===== config.mk =====
export PLATFORM = sky130hd
export DESIGN_NAME = serializer
export DESIGN_NICKNAME = d
export VERILOG_FILES = /design/src/rtl/serializer.sv
export SDC_FILE = /design/constraint.sdc
export NUM_CORES = 1
export LEC_CHECK = 0
export ABC_AREA = 1
export BUFFER_PORTS_ARGS = -buffer_cell sky130_fd_sc_hd__buf_2
export CAP_MARGIN = 20
export CELL_PAD_IN_SITES_DETAIL_PLACEMENT = 0
export CELL_PAD_IN_SITES_GLOBAL_PLACEMENT = 2
export CORE_MARGIN = 1
export CORE_UTILIZATION = 32
export DETAILED_ROUTE_END_ITERATION = 7
export GPL_TIMING_DRIVEN = 0
export HOLD_SLACK_MARGIN = 0.03
export PLACE_DENSITY = 0.79
export RECOVER_POWER = 100
export REMOVE_ABC_BUFFERS = 1
export SYNTH_ARGS = -nofsm -noshare
export SYNTH_HDL_FRONTEND = slang
export SYNTH_SLANG_ARGS = --single-unit

===== constraint.sdc =====
create_clock -name clk_i -period 3 [get_ports clk_i]
set_input_delay 0.45 -clock clk_i [delete_from_list [all_inputs] [get_ports clk_i]]
set_output_delay 0.45 -clock clk_i [all_outputs]
set_load 0.01 [all_outputs]

===== src/rtl/serializer.sv =====
// serializer: parallel-to-serial converter, emits N bits of a DATA_W word MSB-first, one per clock
// Ports:
//   clk_i          rising-edge clock
//   arst_i         asynchronous active-high reset
//   data_i         parallel word, bit DATA_W-1 sent first
//   data_mod_i     number of bits to send from the MSB, 0 means all DATA_W bits
//   data_val_i     request strobe, accepted when busy_o is low
//   ser_data_o     serial bit, 0 whenever ser_data_val_o is low
//   ser_data_val_o ser_data_o is valid this cycle
//   busy_o         a request presented now would be ignored
module serializer #(
  parameter  int DATA_W = 16,
  localparam int MOD_W  = $clog2(DATA_W)
) (
  input  logic              clk_i,
  input  logic              arst_i,
  input  logic [DATA_W-1:0] data_i,
  input  logic [MOD_W-1:0]  data_mod_i,
  input  logic              data_val_i,
  output logic              ser_data_o,
  output logic              ser_data_val_o,
  output logic              busy_o
);
  localparam int CNT_W = MOD_W + 1;
  localparam logic [CNT_W-1:0] FULL = CNT_W'(DATA_W);
  typedef enum logic {IDLE, SHIFT} state_t;
  state_t            state;
  logic [DATA_W-1:0] shreg;
  logic [CNT_W-1:0]  cnt;
  logic [CNT_W-1:0]  n;
  logic              accept;
  // a count above DATA_W (only possible for non-power-of-two widths) is clamped to a full word
  always_comb begin
    n      = (data_mod_i == '0 || {1'b0, data_mod_i} > FULL) ? FULL : {1'b0, data_mod_i};
    accept = data_val_i && !busy_o;
  end
  // cnt holds the bits still to be shown, including the one currently on ser_data_o;
  // busy_o drops when the next cycle will be the last bit so a reload can follow without a gap
  always_ff @(posedge clk_i or posedge arst_i)
    if (arst_i) begin
      state          <= IDLE;
      shreg          <= '0;
      cnt            <= '0;
      ser_data_o     <= 1'b0;
      ser_data_val_o <= 1'b0;
      busy_o         <= 1'b0;
    end else if (accept) begin
      state          <= SHIFT;
      shreg          <= data_i << 1;
      cnt            <= n;
      ser_data_o     <= data_i[DATA_W-1];
      ser_data_val_o <= 1'b1;
      busy_o         <= n != CNT_W'(1);
    end else if (state == SHIFT && cnt != CNT_W'(1)) begin
      shreg          <= shreg << 1;
      cnt            <= cnt - 1'b1;
      ser_data_o     <= shreg[DATA_W-1];
      ser_data_val_o <= 1'b1;
      busy_o         <= cnt != CNT_W'(2);
    end else begin
      state          <= IDLE;
      shreg          <= '0;
      cnt            <= '0;
      ser_data_o     <= 1'b0;
      ser_data_val_o <= 1'b0;
      busy_o         <= 1'b0;
    end
endmodule


Word level (Yosys, flattened, before mapping):

Cells that the tools add are included.

* register bits: 25
* bits of input ports: 23
* output and inout bits: 3
* logic and storage cells: 30

* add/subtract/negate cells: 1
* magnitude comparators: 1
* equality and inequality tests: 4
* muxes and demuxes: 13
* reductions and logical operators: 5

Operators with widths (count)
* $mux 16: 2
* $mux 5: 3
* $ne 5x1->1 const B: 2
* $mux 1: 8
* $gt 4x5->1 const B: 1
* $ne 5x2->1 const B: 1
* $sub 5x1->5 const B: 1
* $logic_not 4->1: 1
* $logic_and 1x1->1: 2
* $ne 2x2->1 const B: 1
* $logic_not 1->1: 1
* $logic_or 1x1->1: 1

Logic depth before layout (Yosys ltp):

Gate-level depths: netlist (run 1).

* depth after elaboration: 5
* gate-level depth with buffers: 10
* mapped depth without buffers: 9

Worst setup path before layout (run 1):

No wires, ideal clock.

* kind: reg2reg
* start point: register cnt[1]
* end point: register shreg[11]
* library setup time: 0.116 ns
* data arrival time: 1.135 ns
* required time: 2.884 ns
* slack: 1.749 ns
* cell stages (with the launch flop): 11
* path buffers: 1
* cell sequence: dfrtp_1 -> inv_1 -> ha_1 -> inv_1 -> nor2_1 -> nand2_2 -> nand2_4 -> nor2_8 -> buf_12 -> nand2_1 -> nand2_1

* word-level cells in the longest chain between the ends: 4

RTL lines
* start: declaration: RTL line 29 `logic [CNT_W-1:0] cnt;`
* start signal: assignment: RTL line 50 `cnt <= n;`
* start signal: assignment: RTL line 56 `cnt <= cnt - 1'b1;`
* $ne 5x1->1: RTL line 54 `end else if (state == SHIFT && cnt != CNT_W'(1)) begin`
* $logic_and 1x1->1: RTL line 54
* $mux 16: RTL line 54
* $mux 16: RTL line 47 `end else if (accept) begin`
* end signal: assignment: RTL line 49 `shreg <= data_i << 1;`
* end signal: assignment: RTL line 55 `shreg <= shreg << 1;`
* end: declaration: RTL line 28 `logic [DATA_W-1:0] shreg;`

No other way between the ends.
A chain may end at the register's enable or synchronous reset.

Final worst setup path (run 1):

* start point: register busy_o
* end point: register cnt[2]

* word-level cells in the longest chain between the ends: 3

RTL lines
* start: declaration: RTL line 22 `output logic busy_o`
* start signal: assignment: RTL line 46 `busy_o <= 1'b0;`
* start signal: assignment: RTL line 53 `busy_o <= n != CNT_W'(1);`
* start signal: assignment: RTL line 59 `busy_o <= cnt != CNT_W'(2);`
* $logic_not 1->1: RTL line 35 `accept = data_val_i && !busy_o;`
* $logic_and 1x1->1: RTL line 35
* $mux 5: RTL line 47

No other way between the ends.

==> impl_metrics.tcl, run 1 <==
set metrics [dict create \
    n_antenna_cell 0 \
    max_cap_viol_count 0 \
    worst_slew_pin_slew_ns 0.8927 \
    final_cell_mix "nand2_1, dfrtp_1, buf_2" \
    avgSynthCellArea_sq_um 8.914 \
    cts_root_buf "clkbuf_4" \
    vias_per_cell 4.158 \
    post-place-ws_ns 1.329 \
    start_kind "flop" \
    wl_per_cell_microns 9.911 \
    cts_buffers 3 \
    power_density_mw_per_mm2 861.6 \
    finClkSkew_ns 0.0006475 \
    first_pass_iters 4 \
    ys_seq_elements 24 \
    grt_usage_pct 12.31 \
    pin_count 26 \
    final_max_slew_viol_count 0 \
    synth.distinct_cells 17 \
    start_util_pct 34.48 \
    critPathCaptureType "flop" \
    fmax_mhz 666.8 \
    mostFrequentLayoutCell "nand2_1" \
    finalNetCount 174 \
    path_max_fanout 23 \
    status "complete, no violations" \
    fin_crit_sh_pct 49.99 \
    yosys_warnings 0 \
    cts_tree "done" \
    synthCells 121 \
    dp_cells 187 \
    via_count 790 \
    max_stage_delay_ns 0.50 \
    postCtsSetupBuffers 0 \
    antenna_found_initial 0 \
    drc 0 \
    port-buffer-count 25 \
    postCtsHoldBufs 0 \
    rsz0062_at_grt "no" \
    fillers 342 \
    slowest_stage "nor2_4" \
    hold_class "in2async" \
    syn_area_sq_mm 0.001079 \
    area_growth_pct 14.38 \
    coreArea_sq_mm 0.003128 \
    tns_ns 0 \
    grt_pass1_vias 711 \
    die_area_sq_mm 0.003607 \
    gr-total-overflow 0 \
    ctsResizeCount 0 \
    setup-violations-final 0 \
    dp_hpwl_mm 1.332 \
    p_leak_nw 0.6826 \
    crit_chain "nor2_4, inv_1, nand3_1, o21ai_0" \
    dr.first_iter.drc_count 12 \
    period_needed_ns 1.500 \
    max-vdd-ir-drop_v 0.0004121 \
    grt_max_degree 25 \
    grt_pass1_wl_mm 3.187 \
    drive_gt1_share_pct 21.23 \
    hold_viol_final 0 \
    critPathRequiredTime_ns 3.19 \
    fp.dieH_microns 60.06 \
    layout_setup_ws_ns 1.500 \
    cts_max_level 1 \
    max_slew_margin_pct 40.42 \
    gp_congestion 0.7222 \
    crit_arrival_ns 1.69 \
    row_count 20 \
    seq_area_frac_synth_pct 55.68 \
    cts_sinks 24 \
    path_clk_slew_ns 0.12 \
    ant_nets 0 \
    crit_type "reg2reg" \
    clockBufferDepth 2 \
    clkLatencyLatePin_ns 0.30 \
    die_w_microns 60.06 \
    layout.cells.non_filler 190 \
    holdWs_ns 0.3171 \
    wl_mm 1.883 \
]
[final timing paths]
check / from / to / slack, ns / cells after the start
min: arst_i / ser_data_o$_DFF_PP0_ / 0.32 / 2
max reg2reg: busy_o$_DFF_PP0_ / cnt[2]$_DFF_PP0_ / 1.50 / 4
max in group asynchronous: arst_i / cnt[1]$_DFF_PP0_ / 2.14 / 2
min reg2reg: shreg[5]$_DFF_PP0_ / shreg[6]$_DFF_PP0_ / 0.46 / 2
min in group clk_i: data_i[0] / shreg[1]$_DFF_PP0_ / 0.33 / 3
max: busy_o$_DFF_PP0_ / cnt[2]$_DFF_PP0_ / 1.50 / 4
[area by class of cell]
type | count | area, sq um | share of cell area, %
clock buffers | 3 | 22.52 | 1.826
inverters | 7 | 26.28 | 2.130
multi-input cells | 87 | 407.9 | 33.06
flip-flops and latches | 24 | 600.6 | 48.68
well taps | 44 | 55.05 | 4.462
repair buffers | 25 | 121.4 | 9.838
[per-stage QoR]
step	area, sq um	power [mW]	utilization [%]
global route	1234	1.178	39.44
global placement	1230	0.9607	39.32
CTS	1252	1.115	40.04
detailed placement	1230	0.9770	39.32
floorplan	1050	0.8519	-
finish	1234	1.063	39.44
[cells by family after synthesis]
family | share of synthesized area [%]
and+or+nand+nor | 32.60
DFF | 55.68
buffers and inverters | 5.104
AOI/OAI and AO/OA | 2.320
adders and majority gates | 3.481
xor gates and xnor gates | 0.8122
[flip-flops by register name, summed over array words and instances, names as in the netlist]
register / count
busy_o: 1
cnt: 5
ser_data_val_o: 1
state: 1
shreg: 15
ser_data_o: 1
[cells in the mapped netlist (all sizes together)]
| cell type | number | area share, % |
|---|---|---|
| nand2 | 65 | 25 |
| dfrtp | 24 | 56 |
| nor2 | 9 | 5.6 |
| inv | 7 | 2.4 |
| o21ai | 5 | 2.3 |
| ha | 3 | 3.5 |
| buf | 2 | 2.3 |
| nand3 | 2 | 0.93 |
| nand3b | 2 | 1.4 |
| clkbuf | 1 | 0.35 |
| xnor2 | 1 | 0.81 |
[worst max-delay path, delay by kind of cell (launching register included)]
family	cells	cell delay, ns
flops	1	0.42
simple gates	2	0.69
compound gates	1	0.10
buf+inv	1	0.18
[power by group]
| group | total, mW | internal (mW) | switching [mW] | leakage, nW |
|---|---|---|---|---|
| logic | 0.407 | 0.145 | 0.262 | 0.362 |
| clock network | 0.135 | 0.0468 | 0.0881 | 0.0138 |
| registers | 0.521 | 0.459 | 0.0623 | 0.306 |
| total | 1.06 | 0.651 | 0.412 | 0.683 |
[metal layers]
layer,GRT usage (%),up-vias,part of all wire (%)
li1,-,415,-
met1,17.53,353,52
met2,17.62,20,43
met3,3.896,2,4.0
met4,3.987,0,0.90
met5,0,-,0
Note: power is estimated with default switching activity, not from simulation.
==> run 2, diff against run 1 <==
- CORE_UTILIZATION: 32 -> 27
- PLACE_DENSITY: 0.79 -> 0.71
- clock period: 3 -> 1.3 ns (I/O delays scaled with it)
==> run 2 against run 1 <==
Against the previous run: the flow now finishes with violations (negative setup slack); clock power rose to 3.2 times the previous value; core utilization down 0.27 points; non-clock buffer count up 11; flip-flop and latch count unchanged; critical path type unchanged; largest cell class unchanged.
==> impl_metrics.tcl, run 2 (synthesized netlist as in run 1, its figures left out) <==
set metrics [dict create \
    status "finished, violations left" \
    violations "negative setup slack" \
    layout_setup_ws_ns -0.02368 \
    internal_power_mw 2.042 \
    path_clk_slew_ns 0.08 \
    die_w_microns 65.20 \
    crit_end "shreg[9]$_DFF_PP0_" \
    cts_tree "done" \
    regToRegSetupSlack_ns -0.02 \
    worstReg2RegStart "cnt[0]$_DFF_PP0_" \
    worst_slew_pin_slew_ns 0.9345 \
    fin_crit_sh_pct 101.8 \
    pwr-share-comb_pct 49.2 \
    layout.cells.non_filler 208 \
    power.share.sequential_pct 37.9 \
    crit_start "cnt[0]$_DFF_PP0_" \
    switching_power_mw 1.272 \
    finClkSkew_ns 0.004393 \
    critPathRequiredTime_ns 1.50 \
    coreArea_sq_mm 0.003744 \
    critPathCaptureType "flop" \
    clkLatencyLatePin_ns 0.26 \
    final_max_slew_viol_count 0 \
    period_needed_ns 1.324 \
    max_slew_margin_pct 37.63 \
    path_max_fanout 6 \
    rsz0062_at_grt "yes" \
    gr-total-overflow 0 \
    dr.first_iter.drc_count 41 \
    die_area_sq_mm 0.004251 \
    max-vdd-ir-drop_v 0.0007503 \
    first_pass_iters 4 \
    fp.dieH_microns 65.20 \
    wl_mm 2.446 \
    vias_per_cell 4.139 \
    drc 0 \
    area_growth_pct 35.96 \
    postCtsHoldBufs 0 \
    mostFrequentLayoutCell "nand2_1" \
    final_cell_mix "nand2_1, dfrtp_1, buf_2" \
    cts_root_buf "clkbuf_8" \
    grt_usage_pct 12.74 \
    cts_sinks 24 \
    via_count 861 \
    grt_max_degree 25 \
    swShare_pct 38.38 \
    largest_reg_flops 15 \
    power_density_mw_per_mm2 2260 \
    grt_pass1_vias 805 \
    r2r-end "shreg[9]$_DFF_PP0_" \
    start_kind "flop" \
    cts_max_level 1 \
    clockBufferDepth 2 \
    port-buffer-count 25 \
    grt_pass1_wl_mm 3.995 \
    n_antenna_cell 0 \
    top_register "shreg" \
    drive_gt1_share_pct 36.88 \
    fmax_mhz 755.5 \
    post-place-ws_ns -0.2269 \
    hold_class "in2async" \
    p_leak_nw 0.7713 \
    max_cap_viol_count 0 \
    setup-violations-final 11 \
    antenna_found_initial 0 \
    start_util_pct 28.81 \
    cts_buffers 3 \
    gp_congestion 0.7538 \
    dp_cells 191 \
    p_clk_share_pct 12.9 \
    fillers 408 \
    ant_nets 0 \
    crit_type "reg2reg" \
    finalNetCount 188 \
    hold_viol_final 0 \
    biggestRegsByFlops "shreg (15), cnt (5)" \
    dp_hpwl_mm 1.388 \
    pin_count 26 \
    wl_per_cell_microns 11.76 \
    rr_worst_depth 9 \
    row_count 22 \
    crit_arrival_ns 1.52 \
]
==> run 2: layout make-up <==
cell class,instances,area [sq um],share of cell area (%)
multi-input cells,90,491.7,33.53
flip-flops and latches,24,600.6,40.96
clock buffers,3,41.29,2.816
repair buffers,36,244.0,16.64
well taps,48,60.06,4.096
inverters,7,28.78,1.962
==> run 2: how the worst min path moves through the flow <==
stage	start	to	slack, ns	depth (start not counted)
2_1_floorplan	arst_i	busy_o$_DFF_PP0_	0.21	1
3_3_place_gp	data_i[7]	shreg[8]$_DFF_PP0_	0.40	3
3_5_place_dp	data_i[2]	shreg[3]$_DFF_PP0_	0.40	3
4_1_cts	data_i[2]	shreg[3]$_DFF_PP0_	0.13	3
5_1_grt	data_i[13]	shreg[14]$_DFF_PP0_	0.14	3
6_report	arst_i	cnt[3]$_DFF_PP0_	0.13	2
==> run 2: power by group through the flow <==
| stage | logic [mW] | registers [mW] | clock network, mW |
|---|---|---|---|
| 6_report | 1.63 | 1.26 | 0.426 |
| 5_1_grt | 1.85 | 1.29 | 0.470 |
| 4_1_cts | 1.25 | 1.23 | 0.445 |
| 3_5_place_dp | 1.02 | 1.23 | 0 |
| 3_3_place_gp | 0.996 | 1.23 | 0 |
| 2_1_floorplan | 0.739 | 1.23 | 0 |
==> run 2: worst max-delay path, stage by stage, from the launching register on <==
cell     delay, ns
dfrtp_1       0.42
ha_4          0.18
inv_4         0.05
nor2_4        0.03
nand2_2       0.08
nand2_4       0.09
nor2_4        0.20
buf_6         0.13
nand2_2       0.03
nand2_1       0.04
==> run 2: what timing repair did <==
| action | CTS | global route |
|---|---|---|
| pin swaps | 7 | 17 |
| setup endpoints to repair | 22 | 21 |
| setup buffers | 4 | 7 |
| resized for setup | 2 | 16 |
| gates cloned | 3 | 0 |
==> run 2: stage by stage <==
step / hold slack, ns / instance area, sq um / power [mW] / TNS (ns) / util [%]
CTS: 0.1257 / 1350 / 2.927 / -0.1081 / 36.06
floorplan: 0.2096 / 1050 / 1.966 / 0 / -
finish: 0.1296 / 1466 / 3.314 / -0.1606 / 39.17
global placement: 0.3977 / 1235 / 2.221 / -1.580 / 32.99
global route: 0.1405 / 1466 / 3.609 / -1.650 / 39.17
detailed placement: 0.4002 / 1235 / 2.245 / -1.556 / 32.99
==> run 2: routing by layer <==
metal	track usage [%]	vias up	wire, microns
li1	-	445	-
met2	19.59	15	1136
met1	18.34	401	1224
met4	1.630	0	0
met3	3.299	0	86
met5	0	-	0
